[config.mk]
export PLATFORM = sky130hd
export DESIGN_NAME = date_entry
export DESIGN_NICKNAME = d
export VERILOG_FILES = /design/src/rtl/date_entry.sv
export SDC_FILE = /design/constraint.sdc
export NUM_CORES = 1
export LEC_CHECK = 0
export CAP_MARGIN = 20
export CORE_MARGIN = 5
export CORE_UTILIZATION = 26
export DETAILED_ROUTE_END_ITERATION = 10
export PLACE_DENSITY_LB_ADDON = 0.25
export SETUP_SLACK_MARGIN = 0.2
export SLEW_MARGIN = 20
export SYNTH_ARGS = -nofsm -noshare
export SYNTH_HDL_FRONTEND = slang
export SYNTH_SLANG_ARGS = --single-unit
[constraint.sdc]
create_clock -name clk -period 7.5 [get_ports clk]
set_clock_uncertainty 0.15 [all_clocks]
set_input_delay 1.5 -clock clk [delete_from_list [all_inputs] [get_ports clk]]
set_output_delay 1.5 -clock clk [all_outputs]
set_load 0.02 [all_outputs]
[src/rtl/date_entry.sv]
// Date entry: debounced KEY0/KEY1 drive a BCD MMDDYY edit buffer, and a commit
// copies that buffer into the date output only when it holds a real calendar date.

module date_entry_deb #(
  parameter int DEB_CYCLES = 250000
) (
  input  logic clk,
  input  logic rst,
  input  logic i_raw,
  output logic o_press
);
  localparam int CW = (DEB_CYCLES > 2) ? $clog2(DEB_CYCLES) : 1;

  logic [1:0]    r_sync;
  logic          r_stable;
  logic          r_prev;
  logic [CW-1:0] r_cnt;

  always_ff @(posedge clk or posedge rst) begin
    if (rst) begin
      r_sync   <= 2'b11;
      r_stable <= 1'b1;
      r_prev   <= 1'b1;
      r_cnt    <= '0;
    end else begin
      r_sync <= {r_sync[0], i_raw};
      r_prev <= r_stable;
      if (r_sync[1] == r_stable) begin
        r_cnt <= '0;
      end else if (r_cnt == CW'(DEB_CYCLES - 1)) begin
        r_stable <= r_sync[1];
        r_cnt    <= '0;
      end else begin
        r_cnt <= r_cnt + CW'(1);
      end
    end
  end

  // Falling edge of the debounced level only; the release edge is ignored.
  assign o_press = r_prev & ~r_stable;
endmodule

module date_entry #(
  parameter int          DEB_CYCLES = 250000,
  parameter logic [23:0] DEFAULT    = 24'h071201
) (
  input  logic        clk,
  input  logic        rst,
  input  logic [3:0]  sw,
  input  logic        b0,
  input  logic        b1,
  output logic [23:0] edit,
  output logic [23:0] date,
  output logic [2:0]  cursor,
  output logic        valid,
  output logic        done,
  output logic        err
);
  typedef enum logic {S_EDIT, S_CHECK} state_t;

  state_t      r_state, w_state_nxt;
  logic [23:0] r_edit, r_date, w_edit_nxt, w_date_nxt;
  logic [2:0]  r_cursor, w_cursor_nxt;
  logic        r_done, r_err, w_done_nxt, w_err_nxt;

  logic [1:0]  w_raw, w_press;
  logic        w_next, w_commit;

  assign w_raw = {b1, b0};

  genvar g;
  generate
    for (g = 0; g < 2; g++) begin : g_deb
      date_entry_deb #(.DEB_CYCLES(DEB_CYCLES)) u_deb (
        .clk    (clk),
        .rst    (rst),
        .i_raw  (w_raw[g]),
        .o_press(w_press[g])
      );
    end
  endgenerate

  assign w_next   = w_press[0];
  assign w_commit = w_press[1];

  logic [6:0] w_mm, w_dd, w_yy, w_maxday;
  logic       w_digits_ok, w_valid;

  assign w_mm = 7'(r_edit[23:20]) * 7'd10 + 7'(r_edit[19:16]);
  assign w_dd = 7'(r_edit[15:12]) * 7'd10 + 7'(r_edit[11:8]);
  assign w_yy = 7'(r_edit[7:4])   * 7'd10 + 7'(r_edit[3:0]);

  always_comb begin
    w_digits_ok = 1'b1;
    for (int i = 0; i < 6; i++)
      if (r_edit[4*i +: 4] > 4'd9) w_digits_ok = 1'b0;
  end

  always_comb begin
    w_maxday = 7'd0;
    case (w_mm)
      7'd1, 7'd3, 7'd5, 7'd7, 7'd8, 7'd10, 7'd12: w_maxday = 7'd31;
      7'd4, 7'd6, 7'd9, 7'd11:                    w_maxday = 7'd30;
      // Binary yy mod 4 is just its low two bits; 00 counts as a leap year.
      7'd2:    w_maxday = (w_yy[1:0] == 2'd0) ? 7'd29 : 7'd28;
      default: w_maxday = 7'd0;
    endcase
  end

  assign w_valid = w_digits_ok && (w_mm >= 7'd1) && (w_mm <= 7'd12) &&
                   (w_dd >= 7'd1) && (w_dd <= w_maxday);

  always_ff @(posedge clk or posedge rst) begin
    if (rst) begin
      r_state  <= S_EDIT;
      r_edit   <= DEFAULT;
      r_date   <= DEFAULT;
      r_cursor <= 3'd0;
      r_done   <= 1'b0;
      r_err    <= 1'b0;
    end else begin
      r_state  <= w_state_nxt;
      r_edit   <= w_edit_nxt;
      r_date   <= w_date_nxt;
      r_cursor <= w_cursor_nxt;
      r_done   <= w_done_nxt;
      r_err    <= w_err_nxt;
    end
  end

  always_comb begin
    w_state_nxt = r_state;
    case (r_state)
      S_EDIT:  if (w_commit) w_state_nxt = S_CHECK;
      S_CHECK: w_state_nxt = S_EDIT;
      default: w_state_nxt = S_EDIT;
    endcase
  end

  always_comb begin
    w_edit_nxt   = r_edit;
    w_date_nxt   = r_date;
    w_cursor_nxt = r_cursor;
    w_done_nxt   = 1'b0;
    w_err_nxt    = 1'b0;
    case (r_state)
      S_EDIT: begin
        // Commit takes priority over a digit press landing in the same cycle.
        if (!w_commit && w_next) begin
          if (sw <= 4'd9) begin
            for (int i = 0; i < 6; i++)
              if (r_cursor == 3'(i)) w_edit_nxt[23-4*i -: 4] = sw;
            w_cursor_nxt = (r_cursor >= 3'd5) ? 3'd0 : r_cursor + 3'd1;
          end else begin
            w_err_nxt = 1'b1;
          end
        end
      end
      S_CHECK: begin
        if (w_valid) begin
          w_date_nxt   = r_edit;
          w_cursor_nxt = 3'd0;
          w_done_nxt   = 1'b1;
        end else begin
          w_err_nxt = 1'b1;
        end
      end
      default: ;
    endcase
  end

  assign edit   = r_edit;
  assign date   = r_date;
  assign cursor = r_cursor;
  assign valid  = w_valid;
  assign done   = r_done;
  assign err    = r_err;
endmodule

Word-level counts from Yosys, hierarchy flattened
Index checks and enable logic that the tools add are counted.
- $add $sub $neg: 6
- bitwise operators: 7
- reduce and logical (&&, ||, !) cells: 20
- muxes and demuxes: 25
- equal/unequal tests: 24
- multiply operators: 3
- magnitude comparators: 12
- operators with widths (operator ; count):
    two-way mux 18 bit ; 4
    adder 18 x 1 -> 18 bit (second input constant) ; 2
    equality test 18 bit (second input constant) ; 2
    equality test 7 x 4 -> 1 bit (second input constant) ; 5
    equality test 7 x 3 -> 1 bit (second input constant) ; 4
    > comparator 4 bit (second input constant) ; 6
    AND reduction 4 bit ; 6
    one-hot mux 5 bit (3 select lines) ; 1
    adder 7 x 4 -> 7 bit ; 2
    equality test 7 x 2 -> 1 bit (second input constant) ; 2
    greater-or-equal comparator 7 x 1 -> 1 bit (second input constant) ; 2
    two-way mux 1 bit ; 13
    multiplier 4 x 3 -> 6 bit (second input constant) ; 2
    two-way mux 3 bit ; 4
    equality test 7 x 1 -> 1 bit (second input constant) ; 1
    less-or-equal comparator 7 x 4 -> 1 bit (second input constant) ; 1
    less-or-equal comparator 7 bit ; 1
    OR reduction 7 bit ; 1
    equality test 3 x 2 -> 1 bit (second input constant) ; 2
    equality test 3 bit (second input constant) ; 2
    != test 2 bit (second input constant) ; 3
    one-hot mux 3 bit (2 select lines) ; 1
    AND reduction 2 bit ; 3
    logical AND 1 bit ; 5
    15 further kinds ; 22
- input bits: 8
- bits in registers: 98
- logic and storage cells: 116
- output and inout bits: 54

Depth between registers and ports, before layout
Gate-level depths: netlist (run 1).
- depth in word-level cells: 13
- gate-level depth with buffers: 18
- mapped depth without buffers: 16

Modules after synthesis
Synthesis (run 1) repeated with hierarchy kept, for this count alone.
- cell total of the unflattened synthesis: 435
- area, all modules: 5119.9 µm²
- modules (own cells, without submodules) (module ; cells an instance ; sequential area each (µm²) ; area an instance (µm²) ; instances):
    date_entry ; 223 ; 1366.3 ; 2935.3 ; 1
    date_entry_deb ; 106 ; 555.5 ; 1092.3 ; 2

Worst setup path before layout (run 1)
Ideal clock, no wire load.
- path type: register -> output
- from: register r_edit[21], in the netlist edit[21]
- to: output valid
- data required time: 5.850 ns
- setup slack: 2.545 ns
- path buffers: 0
- cell stages (with the launch flop): 17
- arrival time: 3.305 ns
- cell sequence: dfrtp_1 -> ha_1 -> ha_1 -> fa_1 -> nand2_1 -> a21oi_1 -> nand3_1 -> a21boi_1 -> a21oi_1 -> o21ai_0 -> ha_1 -> nor2b_1 -> o21a_1 -> o211ai_1 -> a21o_1 -> nand4_1 -> inv_1
- word-level cells in the longest chain between the ends: 7
- elaborated cells between the ends (all ways): 26
- those cells by class: add/sub (1); mul (1); order compare (4); eq/ne (12); mux (2); reduce/logical (6)
- ends and longest elaborated chain (element ; line ; RTL):
    start: declaration ; 62 ; logic [23:0] r_edit, r_date, w_edit_nxt, w_date_nxt;
    start signal: assignment ; 123 ; r_edit <= w_edit_nxt;
    multiplier 4 x 3 -> 6 bit ; 89 ; assign w_mm = 7'(r_edit[23:20]) * 7'd10 + 7'(r_edit[19:16]);
    adder 7 x 4 -> 7 bit ; 89 ;
    equality test 7 x 1 -> 1 bit, or another cell as far along ; 101 ; case (w_mm)
    OR reduction 7 bit, or another cell as far along ; 101 ;
    one-hot mux 5 bit (3 select lines) / logical AND 1 bit (equally long branches) ; 101, 110 ;
    less-or-equal comparator 7 bit / logical AND 1 bit (equally long branches) ; 111, 110 ;
    logical AND 1 bit * ; 111 ; (w_dd >= 7'd1) && (w_dd <= w_maxday);
    end: declaration ; 55 ; output logic valid,
Mark *: on every way between the ends. The rest lies on a longest branch, timed or not.

Final worst setup path (run 1)
Same ends and word-level chain as after synthesis.

==> flow_summary.toml, run 1 <==
[hold_path]
worstHoldPathType = "reg -> reg"
worstHoldStart = "g_deb[0].u_deb.r_sync[0]$_DFF_PP1_"
holdPathStages = 0
hold_path_end = "g_deb[0].u_deb.r_sync[1]$_DFF_PP1_"

[worst_setup_path]
rr_endpoint = "date[20]$_DFFE_PP0P_"
cp_max_fo = 7
crit_type = "reg -> out"
reg2reg_slack_ps = 2980
reg2regPathDepth = 16
required_ps = 5850
reg2reg_from = "edit[21]$_DFFE_PP0P_"
critPathArrivalTime_ps = 4460
start_kind = "flip-flop"
endpoint_kind = "output pin"

[power]
swShare_pct = 22.52
peakVddDrop_v = 0.00008326
pwr_density_cell_nw_per_um2 = 171.2
p_int_mw = 0.8027
p_total_mw = 1.036
pwr-share-clk_pct = 45.0
seq_power_share_pct = 52.0
p_comb_share_pct = 3.0
switchingPower_mw = 0.2333
p_leak_nw = 2.723

[global_route]
grt-ovfl-total = 0
antenna_found_initial = 0
grt_pass1_wl_um = 18200
gr-usage-all-layers_pct = 10.55
grt_pass1_vias = 3418
grt_start_max_net_pins = 70

[logic_synthesis]
synth_area_um2 = 4890
synth_edf_count = 0
async_flop_share_pct = 100.0
synth-main-ff-cell = "dfrtp_1"
synthCells = 415
syn_area_per_cell_um2 = 11.78
yosysSeqAreaShare_pct = 50.67
syn-num-nets = 452
ys_types = 46
synth_warnings = 0
synth.ff_latch_count = 98

[sta]
hold_violations = 0
setup_viol = 0
setup_slack_ps = 1388
rsz0062_at_grt = "no"
fin_crit_sh_pct = 81.50
fmax_mhz = 163.6
max_slew_margin_pct = 42.89
holdWs_ps = 207.1
slew_viol_final = 0
worst_pin_slew_ps = 856.6
finalSetupTns_ps = 0
fin_crit_ps = 6112

[clock_tree]
cts_hold_buffers = 0
clkSlewWorstSetupHoldPaths_ps = 70
postCtsSetupRepairBufs = 0
cts_tree = "yes"
htreeDepth = 3
clockRootBuffer = "clkbuf_16"
cts-resized-gates = 0
clock_sinks = 98
numCtsBuffers = 9
clk_path_buf_depth = 2
clkLatencyLatePin_ps = 350

[routing]
first_iter_violations = 185
num_vias = 3275
viasPerCell = 4.542
wl_um = 10810
antenna_left = 0
firstDrtPassIters = 4
wl_per_cell_um = 14.99
drc = 0

[place]
hpwl_um = 7705
io_buffers = 61
placed_cell_area_um2 = 5758
place_ws_ps = 1742
gp_congestion = 0.8044
placed_cells = 705

[floorplan]
fp.dieArea_um2 = 21650
die_w_um = 147.1
start_util_pct = 26.32
coreArea_um2 = 18580
pin_count = 62
rows = 50
die_h_um = 147.1

[cells_and_area]
fin_area_um2 = 6052
antennaDiodeCount = 0
fin_util_pct = 32.57
fin_nets = 519
stdcell_count = 721
areaGrowthSynthToFinish_pct = 23.77
layout-drive-gt1-share_pct = 16.84
fillCellCount = 1826

[flow_run]
maxCapViolations = 0

[status]
run_status = "completed"
-- how the worst max path moves through the flow --
stage / start / end / slack (ps) / cells after the start
2_1_floorplan: edit[21]$_DFFE_PP0P_ / valid / 2550 / 16
3_3_place_gp: edit[21]$_DFFE_PP0P_ / valid / 1920 / 17
3_5_place_dp: edit[21]$_DFFE_PP0P_ / valid / 1740 / 17
4_1_cts: edit[21]$_DFFE_PP0P_ / valid / 1340 / 17
5_1_grt: edit[21]$_DFFE_PP0P_ / valid / 970 / 17
6_report: edit[21]$_DFFE_PP0P_ / valid / 1390 / 17
-- sequential cells by signal, indices dropped and copies added, names as in the netlist --
| register | cells |
|---|---|
| r_state | 1 |
| g_deb.u_deb.r_sync | 4 |
| cursor | 3 |
| err | 1 |
| edit | 24 |
| date | 24 |
| g_deb.u_deb.r_prev | 2 |
| done | 1 |
| g_deb.u_deb.r_cnt | 36 |
| g_deb.u_deb.r_stable | 2 |
-- critical path, cell delays in order (launching register included) --
cell and delay, ps:
dfrtp_1 470, ha_1 330, ha_1 210, fa_1 500, nand2_1 50, a21oi_1 110
nand3_1 120, a21boi_1 320, a21oi_1 190, o21ai_0 230, ha_1 180, nor2b_1 40
o21a_1 170, o211ai_1 180, a21o_1 180, nand4_1 140, inv_1 90, clkdlybuf4s50_1 600
-- power groups by stage --
| stage | Sequential (mW) | Combinational, mW | Clock, mW |
|---|---|---|---|
| CTS | 0.538 | 0.0327 | 0.484 |
| global placement | 0.548 | 0.0319 | 0 |
| floorplan | 0.548 | 0.0169 | 0 |
| finish | 0.539 | 0.0309 | 0.467 |
| detailed placement | 0.548 | 0.0327 | 0 |
| global route | 0.539 | 0.0363 | 0.506 |
-- metal layers --
layer / vias up / GRT usage [%] / routed length [um]
met3: 20 / 2.745 / 471
met2: 59 / 17.00 / 5097
li1: 1588 / - / -
met4: 0 / 4.800 / 285
met1: 1608 / 13.31 / 4954
met5: - / 0 / 0
-- cell usage in the layout, fill, tap and decap left out, drive strengths merged, types with 2 or more instances in the layout --
master and instances:
a211oi 2, a21o 4, a21oi 7, and3 4, and4 5, clkbuf 10, clkdlybuf4s50 61, clkinv 3
dfrtp 78, dfstp 20, fa 4, ha 25, inv 18, mux2 50, mux2i 3, nand2 22
nand3 23, nand3b 3, nand4 5, nor2 50, nor2b 2, nor3 7, nor4 4, nor4b 3
o211ai 2, o21a 2, o21ai 10, o32ai 2, or2 2, or3 2, xnor2 19, xor2 22
-- cell families (layout without fill, tap and decap cells) --
logic type / count (synthesis) / after routing / synth area share (%)
multiplexers: 53 / 53 / 13.43
buffers and inverters: 23 / 95 / 2.226
adder cells (fa/ha/maj): 29 / 29 / 8.035
AO/OA/AOI/OAI: 36 / 36 / 4.913
flip-flops: 98 / 98 / 50.67
XOR/XNOR: 41 / 41 / 7.344
AND/OR/NAND/NOR: 135 / 135 / 13.38
-- cell type report --
type / instances / area (um^2) / share of cell area, %
Tap cell: 234 / 292.8 / 4.838
Multi-Input combinational cell: 294 / 2303 / 38.06
Clock buffer: 10 / 229.0 / 3.783
Inverter: 17 / 66.31 / 1.096
Timing Repair Buffer: 62 / 618.1 / 10.21
Clock inverter: 6 / 65.06 / 1.075
Sequential cell: 98 / 2477 / 40.93
-- Yosys cell counts, types with 5 or more instances --
| cell type | number | share of area [%] |
|---|---|---|
| nand2_1 | 22 | 1.7 |
| inv_1 | 17 | 1.3 |
| nor2_1 | 50 | 3.8 |
| o21ai_0 | 9 | 0.92 |
| nand3_1 | 23 | 2.4 |
| nor3_1 | 7 | 0.72 |
| xor2_1 | 22 | 3.9 |
| mux2_2 | 26 | 6.0 |
| nand4_1 | 5 | 0.64 |
| ha_1 | 25 | 6.4 |
| xnor2_1 | 19 | 3.4 |
| mux2_1 | 7 | 1.6 |
| mux2_4 | 17 | 5.2 |
| a21oi_1 | 7 | 0.72 |
| dfrtp_1 | 78 | 40 |
| dfstp_2 | 20 | 11 |
Note: power is estimated with default switching activity, not from simulation.
==> inputs of run 2 (changes only) <==
clock period = 4.9 ns   (was 7.5 ns; I/O delays follow)
==> run 2 against run 1 <==
Net effect: via count up 4.6%; cell count up 3.2%; count of clock-buffer cells in the layout up 2; sequential share of layout area down 1.8 points; global-route usage up 0.050 points; die area unchanged; setup slack worse by 1200 ps; worst hold slack better by 0.91 ps; first-iteration DRC count down 21%; largest cell class unchanged; largest power group unchanged; highest routed layer unchanged.
==> flow_summary.toml, run 2 (synthesis gave the netlist of run 1 again) <==
[status]
run_status = "completed"

[routing]
drc = 0
num_vias = 3426
wl_per_cell_um = 14.98
met3_wirelength_um = 337
top_layer_used = "met4"
wl_met1_um = 4986
firstDrtPassIters = 5
wl_met2_um = 5584
antenna_left = 0
viasPerCell = 4.605
first_iter_violations = 147
wl_um = 11150

[floorplan]
start_util_pct = 26.32
die_w_um = 147.1
die_h_um = 147.1
fp.dieArea_um2 = 21650
rows = 50
coreArea_um2 = 18580
pin_count = 62

[sta]
max_slew_margin_pct = 58.12
fin_crit_ps = 4708
hold_violations = 0
slew_viol_final = 0
fin_crit_sh_pct = 96.09
fmax_mhz = 212.4
setup_viol = 0
holdWs_ps = 208.0
rsz0062_at_grt = "yes"
worst_pin_slew_ps = 623.4

[cells_and_area]
areaGrowthSynthToFinish_pct = 29.45
largest-register = "g_deb.u_deb.r_cnt"
antennaDiodeCount = 0
seq_area_um2 = 2477
fillCellCount = 1807
final_common_cell = "dfrtp_1"
multiInputGateArea_um2 = 2370
largest_register_ffs = 36
layout-drive-gt1-share_pct = 22.94
fin_util_pct = 34.07
mostFrequentLayoutCells = "78 x dfrtp_1, 60 x clkdlybuf4s50_1, 50 x nor2_1"
fin_nets = 542

[global_route]
gr-usage-all-layers_pct = 10.60
grt_pass1_wl_um = 18390
grt-ovfl-total = 0
antenna_found_initial = 0
grt_start_max_net_pins = 78
grt_pass1_vias = 3544

[worst_setup_path]
crit_type = "reg -> out"
start_kind = "flip-flop"
cp_max_fo = 2
endpoint_kind = "output pin"
required_ps = 3770
reg2reg_slack_ps = 340
critPathArrivalTime_ps = 3580
crit_chain = "ha_1, ha_2, fa_1, nand2_1, a21oi_2, nand3_2, a211oi_2, a21oi_2, o21ai_1, ha_2, nor2b_2, o21a_1, o211ai_1, a21o_1, nand4_1, inv_1, buf_6"
crit_slowest_cell = "fa_1"
max_stage_delay_ps = 500

[clock_tree]
cts_tree = "yes"
clkSlewWorstSetupHoldPaths_ps = 60
numCtsBuffers = 9
clockRootBuffer = "clkbuf_16"
clkLatencyLatePin_ps = 350
clk_path_buf_depth = 2
htreeDepth = 3
cts_hold_buffers = 0
clock_sinks = 98

[hold_path]
worstHoldPathType = "reg -> reg"

[place]
io_buffers = 61
hpwl_um = 7856
gp_congestion = 0.8059

[power]
pwr_density_cell_nw_per_um2 = 249.3
p_leak_nw = 2.854
peakVddDrop_v = 0.0001224

[flow_run]
maxCapViolations = 0
run 2: final cells by class:
cell class	instances	share of cell area [%]
repair buffers	85	13.18
flip-flops and latches	98	39.14
well taps	234	4.625
inverters	17	1.048
multi-input cells	294	37.44
clock inverters	4	0.8302
clock buffers	12	3.736
run 2: worst paths after layout:
check	start	end	cells after the start
worst max-delay path	edit[21]$_DFFE_PP0P_	valid	17
worst min-delay path	g_deb[0].u_deb.r_sync[0]$_DFF_PP1_	g_deb[0].u_deb.r_sync[1]$_DFF_PP1_	0
worst max register to register	edit[21]$_DFFE_PP0P_	err$_DFF_PP0_	26
worst min register to register	g_deb[0].u_deb.r_sync[0]$_DFF_PP1_	g_deb[0].u_deb.r_sync[1]$_DFF_PP1_	0
max in group asynchronous	rst	date[9]$_DFFE_PP1P_	4
min in group asynchronous	rst	g_deb[0].u_deb.r_cnt[2]$_DFF_PP0_	2
run 2: where the power goes:
part | switching (mW) | leakage (nW) | internal [mW]
combinational | 0.0328 | 1.42 | 0.0165
clock | 0.307 | 0.141 | 0.398
sequential | 0.00657 | 1.29 | 0.817
run 2: per-stage QoR:
stage | std cells | setup TNS, ps | setup slack, ps | power, mW | cell area (um^2)
after floorplan | 415 | 0 | 465.1 | 0.8643 | 4890
after global placement | 712 | 0 | 100.5 | 0.8869 | 5811
after detailed placement | 712 | -72.15 | -72.15 | 0.8881 | 5811
after CTS | 739 | 0 | 172.4 | 1.604 | 6207
after global routing | 744 | 0 | 3.038 | 1.642 | 6330
final | 744 | 0 | 191.6 | 1.578 | 6330
run 2: layer usage:
metal	vias up	track usage, %
met2	61	17.67
met1	1711	13.01
met5	-	0
met4	0	4.613
li1	1634	-
met3	20	2.684
run 2: critical path: cells and delay by family (launching register included):
kind	cells	cell delay [ps]
simple gates	4	340
buf+inv	2	220
fa+ha+maj	4	1180
flops	1	380
compound gates	7	1110
run 2: repair_timing:
action,CTS,global route
resized for setup,11,15
setup buffers,11,4
setup endpoints to repair,1,2
pin swaps,10,11
